File: config.mk
export PLATFORM = sky130hd
export DESIGN_NAME = cw305_reg_mailbox
export DESIGN_NICKNAME = d
export VERILOG_FILES = /design/src/rtl/cw305_reg_mailbox.sv
export SDC_FILE = /design/constraint.sdc
export NUM_CORES = 1
export LEC_CHECK = 0
export BUFFER_PORTS_ARGS = -buffer_cell sky130_fd_sc_hd__clkbuf_2
export CAP_MARGIN = 15
export CORE_ASPECT_RATIO = 0.7
export CORE_MARGIN = 2
export CORE_UTILIZATION = 35
export CTS_CLUSTER_SIZE = 14
export DETAILED_ROUTE_END_ITERATION = 10
export PLACE_DENSITY = 0.49
export SLEW_MARGIN = 20
export SYNTH_ARGS = -nofsm -noshare
export SYNTH_HDL_FRONTEND = slang
export SYNTH_SLANG_ARGS = --single-unit
File: constraint.sdc
create_clock -name usb_clk -period 5.7 [get_ports usb_clk]
set_input_delay 0.855 -clock usb_clk [delete_from_list [all_inputs] [get_ports usb_clk]]
set_output_delay 0.855 -clock usb_clk [all_outputs]
set_load 0.1 [all_outputs]
File: src/rtl/cw305_reg_mailbox.sv
// cw305_reg_mailbox: per-channel word mailboxes between the CW305 byte-wide
// register bus (host side) and a word-wide valid/ready core interface.
// Each channel has an H2C FIFO (host push, core pop) and a C2H FIFO
// (core push, host pop), plus DATA / STATUS / CTRL registers. A shared
// IRQ_EN register follows the channel block.
module cw305_reg_mailbox #(
  parameter int pADDR_WIDTH   = 21,
  parameter int pBYTECNT_SIZE = 7,
  parameter int pCHANNELS     = 2,
  parameter int pDATA_WIDTH   = 32,
  parameter int pDEPTH        = 8,
  parameter int pBASE_ADDR    = 'h40
) (
  input  logic                                   usb_clk,
  input  logic                                   reset_i,
  input  logic [pADDR_WIDTH-pBYTECNT_SIZE-1:0]   reg_address,
  input  logic [pBYTECNT_SIZE-1:0]               reg_bytecnt,
  input  logic                                   reg_addrvalid,
  input  logic                                   reg_read,
  input  logic                                   reg_write,
  input  logic [7:0]                             write_data,
  output logic [7:0]                             read_data,
  output logic [pCHANNELS*pDATA_WIDTH-1:0]       core_rx_data,
  output logic [pCHANNELS-1:0]                   core_rx_valid,
  input  logic [pCHANNELS-1:0]                   core_rx_ready,
  input  logic [pCHANNELS*pDATA_WIDTH-1:0]       core_tx_data,
  input  logic [pCHANNELS-1:0]                   core_tx_valid,
  output logic [pCHANNELS-1:0]                   core_tx_ready,
  output logic                                   irq
);

  localparam int AW = pADDR_WIDTH - pBYTECNT_SIZE;
  localparam int BW = pBYTECNT_SIZE;
  localparam int NB = pDATA_WIDTH / 8;
  localparam int PW = $clog2(pDEPTH);
  localparam int CW = PW + 1;
  localparam logic [AW-1:0] IRQ_EN_ADDR = AW'(pBASE_ADDR + 3*pCHANNELS);
  localparam logic [CW-1:0] FULL_CNT    = CW'(pDEPTH);

  logic [pCHANNELS-1:0]      irq_en;
  logic [pCHANNELS-1:0]      c2h_empty_v;
  logic [pCHANNELS-1:0][7:0] ch_rd;
  logic [7:0]                rd_mux;
  logic                      sel_irq_en;

  assign sel_irq_en = reg_addrvalid && (reg_address == IRQ_EN_ADDR);

  for (genvar c = 0; c < pCHANNELS; c++) begin : g_ch
    localparam logic [AW-1:0] A_DATA = AW'(pBASE_ADDR + 3*c);
    localparam logic [AW-1:0] A_STAT = AW'(pBASE_ADDR + 3*c + 1);
    localparam logic [AW-1:0] A_CTRL = AW'(pBASE_ADDR + 3*c + 2);

    logic                   sel_data, sel_stat, sel_ctrl;
    logic                   data_wr, ctrl_wr;
    logic                   flush, host_pop_req, flag_clr;
    logic [NB-1:0][7:0]     stage;
    logic                   push_pend;
    logic [pDATA_WIDTH-1:0] h2c_mem [pDEPTH];
    logic [pDATA_WIDTH-1:0] c2h_mem [pDEPTH];
    logic [PW-1:0]          h2c_wp, h2c_rp, c2h_wp, c2h_rp;
    logic [CW-1:0]          h2c_cnt, c2h_cnt;
    logic                   h2c_empty, h2c_full, c2h_empty, c2h_full;
    logic                   h2c_push, h2c_pop, c2h_push, c2h_pop;
    logic                   ovf, udf, ovf_evt, udf_evt;
    logic [pDATA_WIDTH-1:0] c2h_head;
    logic [7:0]             rd_byte;

    assign sel_data = reg_addrvalid && (reg_address == A_DATA);
    assign sel_stat = reg_addrvalid && (reg_address == A_STAT);
    assign sel_ctrl = reg_addrvalid && (reg_address == A_CTRL);

    assign data_wr      = sel_data && reg_write && (reg_bytecnt < BW'(NB));
    assign ctrl_wr      = sel_ctrl && reg_write && (reg_bytecnt == '0);
    assign host_pop_req = ctrl_wr && write_data[0];
    assign flush        = ctrl_wr && write_data[1];
    assign flag_clr     = ctrl_wr && write_data[2];

    assign h2c_empty = (h2c_cnt == '0);
    assign h2c_full  = (h2c_cnt == FULL_CNT);
    assign c2h_empty = (c2h_cnt == '0);
    assign c2h_full  = (c2h_cnt == FULL_CNT);

    // A full H2C still accepts the staged word when the core drains one
    // in the same cycle; flush overrides every push and pop.
    assign h2c_pop  = !h2c_empty && core_rx_ready[c] && !flush;
    assign h2c_push = push_pend && !flush && (!h2c_full || h2c_pop);
    assign ovf_evt  = push_pend && !flush && h2c_full && !h2c_pop;
    assign c2h_push = core_tx_valid[c] && !c2h_full && !flush;
    assign c2h_pop  = host_pop_req && !c2h_empty && !flush;
    assign udf_evt  = host_pop_req && c2h_empty && !flush;

    assign core_rx_valid[c]                            = !h2c_empty;
    assign core_rx_data[c*pDATA_WIDTH +: pDATA_WIDTH]  = h2c_mem[h2c_rp];
    assign core_tx_ready[c]                            = !c2h_full;
    assign c2h_empty_v[c]                              = c2h_empty;
    assign c2h_head                                    = c2h_mem[c2h_rp];
    assign ch_rd[c]                                    = rd_byte;

    // Assemble the staging word byte by byte; the last byte schedules a push.
    always_ff @(posedge usb_clk or posedge reset_i) begin
      if (reset_i) begin
        stage     <= '0;
        push_pend <= 1'b0;
      end else begin
        push_pend <= data_wr && (reg_bytecnt == BW'(NB-1));
        for (int b = 0; b < NB; b++) begin
          if (data_wr && (reg_bytecnt == BW'(b))) stage[b] <= write_data;
        end
      end
    end

    // H2C pointers and occupancy.
    always_ff @(posedge usb_clk or posedge reset_i) begin
      if (reset_i) begin
        h2c_wp  <= '0;
        h2c_rp  <= '0;
        h2c_cnt <= '0;
      end else if (flush) begin
        h2c_wp  <= '0;
        h2c_rp  <= '0;
        h2c_cnt <= '0;
      end else begin
        if (h2c_push) h2c_wp <= h2c_wp + PW'(1);
        if (h2c_pop)  h2c_rp <= h2c_rp + PW'(1);
        case ({h2c_push, h2c_pop})
          2'b10:   h2c_cnt <= h2c_cnt + CW'(1);
          2'b01:   h2c_cnt <= h2c_cnt - CW'(1);
          default: h2c_cnt <= h2c_cnt;
        endcase
      end
    end

    // C2H pointers and occupancy.
    always_ff @(posedge usb_clk or posedge reset_i) begin
      if (reset_i) begin
        c2h_wp  <= '0;
        c2h_rp  <= '0;
        c2h_cnt <= '0;
      end else if (flush) begin
        c2h_wp  <= '0;
        c2h_rp  <= '0;
        c2h_cnt <= '0;
      end else begin
        if (c2h_push) c2h_wp <= c2h_wp + PW'(1);
        if (c2h_pop)  c2h_rp <= c2h_rp + PW'(1);
        case ({c2h_push, c2h_pop})
          2'b10:   c2h_cnt <= c2h_cnt + CW'(1);
          2'b01:   c2h_cnt <= c2h_cnt - CW'(1);
          default: c2h_cnt <= c2h_cnt;
        endcase
      end
    end

    // FIFO storage is not reset; pointers alone define what is valid.
    always_ff @(posedge usb_clk) begin
      if (h2c_push) h2c_mem[h2c_wp] <= stage;
      if (c2h_push) c2h_mem[c2h_wp] <= core_tx_data[c*pDATA_WIDTH +: pDATA_WIDTH];
    end

    // Sticky error flags; a new event in the clearing cycle keeps its flag set.
    always_ff @(posedge usb_clk or posedge reset_i) begin
      if (reset_i) begin
        ovf <= 1'b0;
        udf <= 1'b0;
      end else begin
        if (flag_clr) begin
          ovf <= 1'b0;
          udf <= 1'b0;
        end
        if (ovf_evt) ovf <= 1'b1;
        if (udf_evt) udf <= 1'b1;
      end
    end

    // Per-channel read byte for DATA and STATUS; CTRL always reads 0.
    always_comb begin
      rd_byte = 8'h00;
      if (sel_data && !c2h_empty) begin
        for (int b = 0; b < NB; b++) begin
          if (reg_bytecnt == BW'(b)) rd_byte = c2h_head[8*b +: 8];
        end
      end else if (sel_stat) begin
        if (reg_bytecnt == '0)
          rd_byte = {2'b00, udf, ovf, c2h_full, c2h_empty, h2c_full, h2c_empty};
        else if (reg_bytecnt == BW'(1))
          rd_byte = 8'(h2c_cnt);
        else if (reg_bytecnt == BW'(2))
          rd_byte = 8'(c2h_cnt);
      end
    end
  end

  // Merge channel read bytes with the IRQ_EN readback.
  always_comb begin
    rd_mux = 8'h00;
    for (int c = 0; c < pCHANNELS; c++) rd_mux = rd_mux | ch_rd[c];
    if (sel_irq_en && (reg_bytecnt == '0)) rd_mux = rd_mux | 8'(irq_en);
  end

  // Registered read data, zero whenever no read is in progress.
  always_ff @(posedge usb_clk or posedge reset_i) begin
    if (reset_i) read_data <= 8'h00;
    else         read_data <= reg_read ? rd_mux : 8'h00;
  end

  // Interrupt enable register.
  always_ff @(posedge usb_clk or posedge reset_i) begin
    if (reset_i)
      irq_en <= '0;
    else if (sel_irq_en && reg_write && (reg_bytecnt == '0))
      irq_en <= write_data[pCHANNELS-1:0];
  end

  // Interrupt whenever an enabled channel has a word waiting for the host.
  always_ff @(posedge usb_clk or posedge reset_i) begin
    if (reset_i) irq <= 1'b0;
    else         irq <= |(irq_en & ~c2h_empty_v);
  end

endmodule

==> results.md, run 1 <==
- The maximum number of pins on one net before global-route repair is 82.
- The H-tree generated during clock tree synthesis spans 3 levels.
- The yosys synthesis warning count is 0.
- The placed wire-length estimate is 66800 um.
- Dividing total power by cell area gives a power density of 370 mW/mm^2.
- The net count after synthesis is 2268.
- Of all nets on the critical path, the largest fanout is 34.
- In this run the cell area of the synthesized design comes to 0.0449 sq mm.
- The remaining max-slew budget at the tightest pin is 25.4%.
- The count of antenna-violating nets left after detailed routing is 0.
- In this run the worst hold path is classified as in -> async.
- The kind of capture point of the worst setup path is a primary output.
- The die covers 0.131 sq mm.
- The floorplan step defined a core boundary enclosing 0.127 sq mm.
- The nature of the critical path startpoint is a register.
- Across the run, the number of max-cap violations was 0.
- The count of cell types in the netlist is 76.
- Global routing used 23.8% of the available met1 tracks.
- For the pin with the worst max-slew slack, the measured transition is between 1 and 1.5 ns.
- The final wirelength is approximately 110000 um.
- The number of antenna violations at the first check in global routing was 15.
- Setup violations remaining at the end of the flow were counted as 0.
- The number of top-level pins is ~180.
- The number of global-route vias before repair came to 22800.
- In the routed design, unresolved DRC markers number 0.
- The source-to-sink clock delay at the later pin of the worst-skew pair is ~0.72 ns.
- The class of the most critical setup path is reg -> out.
- The share of the clock period used by the worst path is 74.8%.
- OpenSTA, run right after detailed placement, puts the worst setup slack at 1.68 ns.
- The number of setup buffers added after CTS is 0.
- The global routing met2 resource utilization is 26.9%.
- The number of max-slew violations in the final report was 0.
- The met3 usage is 3.21%.
- Clock skew on the completed layout was measured at 0.0223 ns.
- In the final layout, the share of cells above drive strength 1 is 34.7%.
- For the worst setup path, the data arrival time is 3.41 ns.
- The final layout net count is 2504.
- The count of buffers added on input and output ports is 178.
- The clock passes through at most 3 buffers.
- The congestion estimate from routability-driven global placement came to ~0.81.
- After synthesis, the share of flip-flops with an asynchronous set or reset is a little over a tenth.
- Across all layers, the routed design uses about 22000 vias.
- The floorplan step set the die width to 432 um.
- The flip-flop cell with the highest count after synthesis is sky130_fd_sc_hd__edfxtp_1.
- The run finished with clean final reports.
- The master cell of the clock root buffer is sky130_fd_sc_hd__clkbuf_16.
- The first global-routing pass estimated 161000 um of wire.
- The sequential cell area fraction in the yosys report is ~75%.
- A synthesized cell averages 20.9 sq um.
- After floorplanning, the core was divided into 109 placement rows.
- The most utilized layer in the global route result is met2.
- The number of gates resized after CTS was 0.
- The initial cell density of the core is between 30% and 40%.
- In this run the static leakage power is about 18 nW.
- The time the worst path needs with I/O delays and setup is 4.26 ns.
- The layout overhead on the synthesized area is 15.0%.
- The tightest hold path in the finished design has a slack of 0.291 ns.
- Timing would allow up to 235 MHz.
- The setup slack of the critical path after layout is roughly 1.4 ns.
- Synthesis produced a netlist whose cell count is 2152.
- In the final routed layout, each cell accounts on average for between 20 and 30 um.
- The detailed router finished its first iteration with 1729 violations.
- After global routing the overflow that remains totals 0.
- The clock transition time at the flip-flop clock pins of the worst setup and hold paths is 0.06 ns.
- The pre-antenna-repair detailed-routing pass consisted of 7 iterations.
- IR analysis of the VDD net gives a maximum drop of 0.000229 V.
- The number of buffers created by CTS is 109.
- The hold-fix buffer count after cts is 0.
- For this design, the sink count on the clock tree is between 1000 and 1500.
- The number of vias per cell after detailed routing is ~5.3.
- The post-route setup TNS is 0 ns.
- The number of flops mapped to enable cells by yosys is 1024.
- Global routing used between 10% and 20% of the available tracks across all layers.
- The TritonCTS clock tree is yes.
- The synthesized design contains around 1100 register bits.
- The vertical die dimension is 304 um.
- The number of hold violations in the final report came to 0.
- Setup repair after global routing left no endpoint under its margin.
- The required time of the worst setup path is 4.85 ns.
## worst paths after layout
check	start	endpoint	slack, ns	cells after the start
worst max-delay path	g_ch[1].h2c_rp[1]$_DFFE_PP0P_	core_rx_data[39]	1.44	4
worst min-delay path	reset_i	irq$_DFF_PP0_	0.29	2
max in group asynchronous	reset_i	g_ch[1].stage[8]$_DFFE_PP0P_	4.13	3
worst min register to register	g_ch[1].udf$_DFFE_PP0P_	g_ch[1].udf$_DFFE_PP0P_	0.49	2
worst max register to register	g_ch[1].c2h_rp[0]$_DFFE_PP0P_	read_data[3]$_DFF_PP0_	2.44	5
min in group usb_clk	core_tx_data[11]	g_ch[0].c2h_mem[6][11]$_DFFE_PP_	0.43	1
## per-layer routing
layer  vias up  wire length, um
met2       594            52600
met5         -               63
met4        12             2030
met3       163             5610
li1       9367                -
met1     11800            49100
## per-stage QoR
| stage | instance area [sq um] | utilization, % | power, mW | instances |
|---|---|---|---|---|
| final | 51600 | 40.7 | 19.1 | 4147 |
| after global routing | 51600 | 40.7 | 19.8 | 4146 |
| after CTS | 51600 | 40.7 | 19.3 | 4144 |
| after detailed placement | 48000 | 37.9 | 12.0 | 3942 |
| after global placement | 48000 | 37.9 | 12.0 | 3942 |
| after floorplan | 44900 | - | 11.3 | 2152 |
## where the power goes
part | internal, mW | leakage (nW) | total, mW | switching, mW
logic | 0.653 | 4.49 | 1.77 | 1.12
clock network | 4.12 | 1.73 | 7.26 | 3.14
registers | 9.71 | 12.2 | 10.0 | 0.329
## cells in the mapped netlist (4+ instances only)
cell | count | area, sq um
sky130_fd_sc_hd__and3_1 | 5 | 31.3
sky130_fd_sc_hd__a221o_1 | 4 | 40.0
sky130_fd_sc_hd__buf_1 | 9 | 33.8
sky130_fd_sc_hd__nor2b_1 | 8 | 50.1
sky130_fd_sc_hd__nand2_1 | 81 | 304
sky130_fd_sc_hd__a22oi_1 | 10 | 75.1
sky130_fd_sc_hd__ha_1 | 14 | 175
sky130_fd_sc_hd__buf_2 | 33 | 165
sky130_fd_sc_hd__a21oi_1 | 19 | 95.1
sky130_fd_sc_hd__o21ai_0 | 26 | 130
sky130_fd_sc_hd__dfrtp_1 | 121 | 3030
sky130_fd_sc_hd__xor2_1 | 13 | 114
sky130_fd_sc_hd__nor3b_1 | 5 | 37.5
sky130_fd_sc_hd__nand4_1 | 9 | 56.3
sky130_fd_sc_hd__nand3_1 | 19 | 95.1
sky130_fd_sc_hd__inv_1 | 9 | 33.8
sky130_fd_sc_hd__nor4_1 | 8 | 50.1
sky130_fd_sc_hd__and2_1 | 5 | 31.3
sky130_fd_sc_hd__a211oi_1 | 7 | 52.6
sky130_fd_sc_hd__a31oi_1 | 10 | 62.6
sky130_fd_sc_hd__mux2i_1 | 43 | 430
sky130_fd_sc_hd__nand2b_1 | 7 | 43.8
sky130_fd_sc_hd__o211ai_1 | 5 | 37.5
sky130_fd_sc_hd__nor3_1 | 23 | 115
sky130_fd_sc_hd__or3_1 | 10 | 62.6
sky130_fd_sc_hd__clkbuf_1 | 59 | 221
sky130_fd_sc_hd__o31ai_1 | 4 | 30.0
sky130_fd_sc_hd__buf_4 | 9 | 67.6
sky130_fd_sc_hd__a221oi_1 | 10 | 87.6
sky130_fd_sc_hd__or4_1 | 6 | 45.0
sky130_fd_sc_hd__edfxtp_1 | 1024 | 30700
sky130_fd_sc_hd__xnor2_1 | 10 | 87.6
sky130_fd_sc_hd__nor2_1 | 67 | 251
sky130_fd_sc_hd__mux4_2 | 261 | 5880
sky130_fd_sc_hd__mux2_2 | 133 | 1500
sky130_fd_sc_hd__a22o_1 | 8 | 70.1
## layout make-up
class	count	area, sq um
Antenna cell	3	7.51
Clock buffer	145	3020
Clock inverter	57	541
Fill cell	11200	75100
Inverter	10	42.5
Multi-Input combinational cell	879	10700
Sequential cell	1145	33800
Tap cell	1665	2080
Timing Repair Buffer	243	1380
## cell families (layout without fill, tap and decap cells)
| family | Yosys count | in the layout | synth area share, % |
|---|---|---|---|
| AND/OR/NAND/NOR | 277 | 277 | 3.19 |
| other | 0 | 3 | 0 |
| multiplexers | 438 | 438 | 17.4 |
| flip-flops | 1145 | 1145 | 75.2 |
| AO/OA/AOI/OAI | 127 | 127 | 1.97 |
| adder cells (fa/ha/maj) | 14 | 14 | 0.390 |
| buffers and inverters | 128 | 455 | 1.33 |
| XOR/XNOR | 23 | 23 | 0.449 |
## cell usage in the layout (no fill, tap or decap), types with 6 or more instances in the layout
cell type,netlist,layout
sky130_fd_sc_hd__mux2_2,133,133
sky130_fd_sc_hd__clkbuf_2,3,178
sky130_fd_sc_hd__a31oi_1,10,10
sky130_fd_sc_hd__nor3_2,1,9
sky130_fd_sc_hd__a211oi_1,7,7
sky130_fd_sc_hd__or4_1,6,6
sky130_fd_sc_hd__inv_1,9,8
sky130_fd_sc_hd__a221oi_1,10,10
sky130_fd_sc_hd__or3_1,10,10
sky130_fd_sc_hd__xor2_1,13,13
sky130_fd_sc_hd__nand2_1,81,81
sky130_fd_sc_hd__nand4_1,9,9
sky130_fd_sc_hd__nand3_1,19,19
sky130_fd_sc_hd__mux2i_1,43,43
sky130_fd_sc_hd__mux4_2,261,261
sky130_fd_sc_hd__a22oi_1,10,10
sky130_fd_sc_hd__xnor2_1,10,10
sky130_fd_sc_hd__bufinv_16,0,9
sky130_fd_sc_hd__nor3_1,23,15
sky130_fd_sc_hd__edfxtp_1,1024,1024
sky130_fd_sc_hd__nor2_4,0,20
sky130_fd_sc_hd__o21ai_0,26,26
sky130_fd_sc_hd__a21oi_1,19,19
sky130_fd_sc_hd__nand2b_1,7,7
sky130_fd_sc_hd__clkbuf_1,59,24
sky130_fd_sc_hd__nor4_1,8,7
sky130_fd_sc_hd__dfrtp_1,121,112
sky130_fd_sc_hd__clkinv_1,1,18
sky130_fd_sc_hd__clkbuf_16,0,112
sky130_fd_sc_hd__a22o_1,8,8
sky130_fd_sc_hd__clkinvlp_4,0,7
sky130_fd_sc_hd__clkinv_2,0,20
sky130_fd_sc_hd__buf_4,9,65
sky130_fd_sc_hd__nor2_1,67,47
sky130_fd_sc_hd__ha_1,14,14
sky130_fd_sc_hd__nor2b_1,8,7
sky130_fd_sc_hd__clkbuf_8,1,9
## state kept, by name, indices dropped and copies added (netlist names)
| register | count |
|---|---|
| g_ch.h2c_cnt | 8 |
| g_ch.h2c_rp | 6 |
| g_ch.c2h_mem | 512 |
| g_ch.c2h_rp | 6 |
| g_ch.ovf | 2 |
| g_ch.stage | 64 |
| g_ch.c2h_wp | 6 |
| g_ch.h2c_mem | 512 |
| irq | 1 |
| g_ch.push_pend | 2 |
| irq_en | 2 |
| read_data | 8 |
| g_ch.c2h_cnt | 8 |
| g_ch.h2c_wp | 6 |
| g_ch.udf | 2 |
## critical path, stage by stage, from the launching register on
cell and delay [ns]:
sky130_fd_sc_hd__dfrtp_2 0.96, sky130_fd_sc_hd__buf_4 0.58, sky130_fd_sc_hd__mux4_2 0.42, sky130_fd_sc_hd__mux2_2 0.30
sky130_fd_sc_hd__clkbuf_2 0.37
Power figures use the tool's default switching activity.
==> inputs of run 2 (changes only) <==
==> constraint.sdc (replaced) <==
create_clock -name usb_clk -period 4.1 [get_ports usb_clk]
set_input_delay 0.615 -clock usb_clk [delete_from_list [all_inputs] [get_ports usb_clk]]
set_output_delay 0.615 -clock usb_clk [all_outputs]
set_load 0.1 [all_outputs]
==> results.md, run 2 (synthesis results as in run 1) <==
- The overall overflow remaining after global route is 0.
- After floorplanning, the core was divided into 109 placement rows.
- The worst hold path belongs to the class in -> reg.
- The clock transition time at the flip-flop clock pins of the worst setup and hold paths is about 0.07 ns.
- In the final layout, the registers with the most flip-flops are g_ch.c2h_mem: 512 flops, g_ch.h2c_mem: 512 flops, g_ch.stage: 64 flops.
- The worst pin sits at a relative slew slack of 46.4%.
- The number of buffers created by CTS is about 110.
- Together, buffers and inverters on the worst path number 2.
- The hold-fix buffer count after cts is 0.
- The number of port buffers is 178.
- For this block, the initial DRC count from the detailed router was 1626.
- STA classifies the critical path endpoint as a primary output.
- Routability-driven placement finished with a final weighted congestion of 0.795.
- For this run, the top clock speed supported by timing is 274 MHz.
- The number of max-slew violations in the final report came to 0.
- The vertical die dimension is 304 um.
- The number of gates resized after cts is 0.
- The number of maximum-capacitance violations is 0.
- Relative to the synthesized area, the layout overhead comes to 15.5%.
- The final wirelength is 108000 um.
- Excluding fillers, the count of instances in the completed layout stands at approximately 4200.
- The source-to-sink clock delay at the later pin of the worst-skew pair is 0.71 ns.
- The post-route setup TNS is 0 ns.
- The number of vias in the routed layout is 21800.
- The class of the most critical setup path is reg -> out.
- The peak per-stage delay on the critical path is 0.71 ns.
- The number of setup buffers added after CTS is 0.
- Setup violations remaining at the end of the flow were counted as 0.
- TritonCTS built the clock tree.
- The number of antenna violations at the first check in global routing is 14.
- The number of filler instances in the final layout is 11100.
- 179 I/O pins were placed.
- The number of detailed-route iterations in the first pass is 5.
- Setup repair after global routing left no endpoint under its margin.
- The level count of the clock H-tree is 3.
- The total power density per cell area is approximately 500 mW/mm^2.
- The transition at the pin with the smallest max-transition slack is 0.784 ns.
- In the layout the commonest cells are sky130_fd_sc_hd__edfxtp_1, sky130_fd_sc_hd__mux4_2, sky130_fd_sc_hd__clkbuf_2, sky130_fd_sc_hd__mux2_2, sky130_fd_sc_hd__dfrtp_1.
- The standard cell core area is 0.127 sq mm.
- The number of sinks on the clock net is approximately 1100.
- The largest individual stage delay along the critical path comes from the cell sky130_fd_sc_hd__dfrtp_4.
- The tree is rooted in a sky130_fd_sc_hd__clkbuf_16.
- The run finished with clean final reports.
- The signal on the critical path passes through buf_12 > mux4_2 > mux2_2 > clkbuf_2.
- The largest fanout on the critical path is 26.
- The placed wire-length estimate is 64400 um.
- The die footprint is 0.131 sq mm.
- The floorplan die width is 432 um.
- The cell class contributing the biggest share of worst-path delay is multiplexers.
- The final clock skew is 0.0142 ns.
- The number of global-route vias before repair is ~23000.
- The number of buffers between clock root and the deepest sink is 3.
- Global routing used 16.5% of the available tracks.
- The first-pass GRT wire length is 159000 um.
- Cells with a size suffix above 1 make up 34.7% of the layout.
- The number of vias per cell after detailed routing is 5.23.
- Data on the critical path is required at its endpoint by 3.48 ns.
- The initial cell density of the core is 35.4%.
- The worst path uses 89.0% of the clock period.
- The final layout net count is 2519.
- The most common cell after layout, fill and taps aside is sky130_fd_sc_hd__edfxtp_1.
- The number of hold violations in the final report is 0.
- Entering global routing, the biggest net connects 90 pins.
- Hold timing on the final database bottoms out at a slack of 0.174 ns.
- The routed length per instance is 25.8 um.
- After layout, the minimum clock period comes to approximately 3.7 ns.
- Data on the critical path arrives at its endpoint at 3.04 ns.
- The count of antenna-violating nets left after detailed routing is 0.
- The leakage component of the power is 18.5 nW.
- The worst-case vdd ir drop is roughly 0.00037 V.
- STA classifies the critical path startpoint as a register.
- The cell total after placement is 3955.
- The DRC violation count after routing is 0.
run 2: cell count changes in the layout (fill, tap and decap cells not counted), sizes merged:
cell         previous run  this run
clkinvlp                7         3
bufinv                  9         5
clkinv                 40        29
buf                    65        79
inv                    11        15
dlygate4sd3             0         1
clkbuf                323       339
run 2: cell type report:
class / count / area (sq um) / share of cell area (%)
clock buffers: 161 / 3050 / 5.89
diodes: 3 / 7.51 / 0.0145
inverters: 10 / 42.5 / 0.0821
multi-input cells: 879 / 10800 / 20.8
repair buffers: 258 / 1660 / 3.21
clock inverters: 42 / 405 / 0.782
flip-flops and latches: 1145 / 33800 / 65.2
well taps: 1665 / 2080 / 4.02
run 2: where the power goes:
group	internal, mW	total (mW)	leakage (nW)	switching (mW)
Sequential	13.5	13.9	12.2	0.410
Clock	5.49	9.81	1.69	4.32
Combinational	0.968	2.61	4.59	1.64
Total	20.0	26.3	18.5	6.36
run 2: layer usage:
| layer | part of all wire [%] | global-route usage (%) |
|---|---|---|
| met1 | 45 | 23.3 |
| met2 | 48 | 26.5 |
| met3 | 4.1 | 2.87 |
| met4 | 2.2 | 3.99 |
| met5 | 0.069 | 0 |
run 2: final timing paths:
path / start / endpoint / slack (ns) / cells past startpoint
worst max-delay path: g_ch[1].h2c_rp[0]$_DFFE_PP0P_ / core_rx_data[48] / 0.45 / 4
worst min-delay path: core_tx_data[21] / g_ch[0].c2h_mem[3][21]$_DFFE_PP_ / 0.17 / 1
worst max register to register: g_ch[1].c2h_rp[0]$_DFFE_PP0P_ / read_data[5]$_DFF_PP0_ / 0.93 / 5
worst min register to register: g_ch[0].udf$_DFFE_PP0P_ / g_ch[0].udf$_DFFE_PP0P_ / 0.49 / 2
max in group asynchronous: reset_i / g_ch[0].stage[13]$_DFFE_PP0P_ / 2.65 / 5
min in group asynchronous: reset_i / irq$_DFF_PP0_ / 0.43 / 3
run 2: metrics by stage:
step / instance area [sq um] / power, mW / utilization (%) / setup slack [ns]
floorplan: 44900 / 15.7 / - / -0.562
CTS: 51800 / 26.7 / 40.9 / 0.311
finish: 51800 / 26.3 / 40.9 / 0.449
detailed placement: 48300 / 16.8 / 38.1 / 0.416
global route: 51800 / 27.4 / 40.9 / 0.260
global placement: 48300 / 16.7 / 38.1 / 0.484
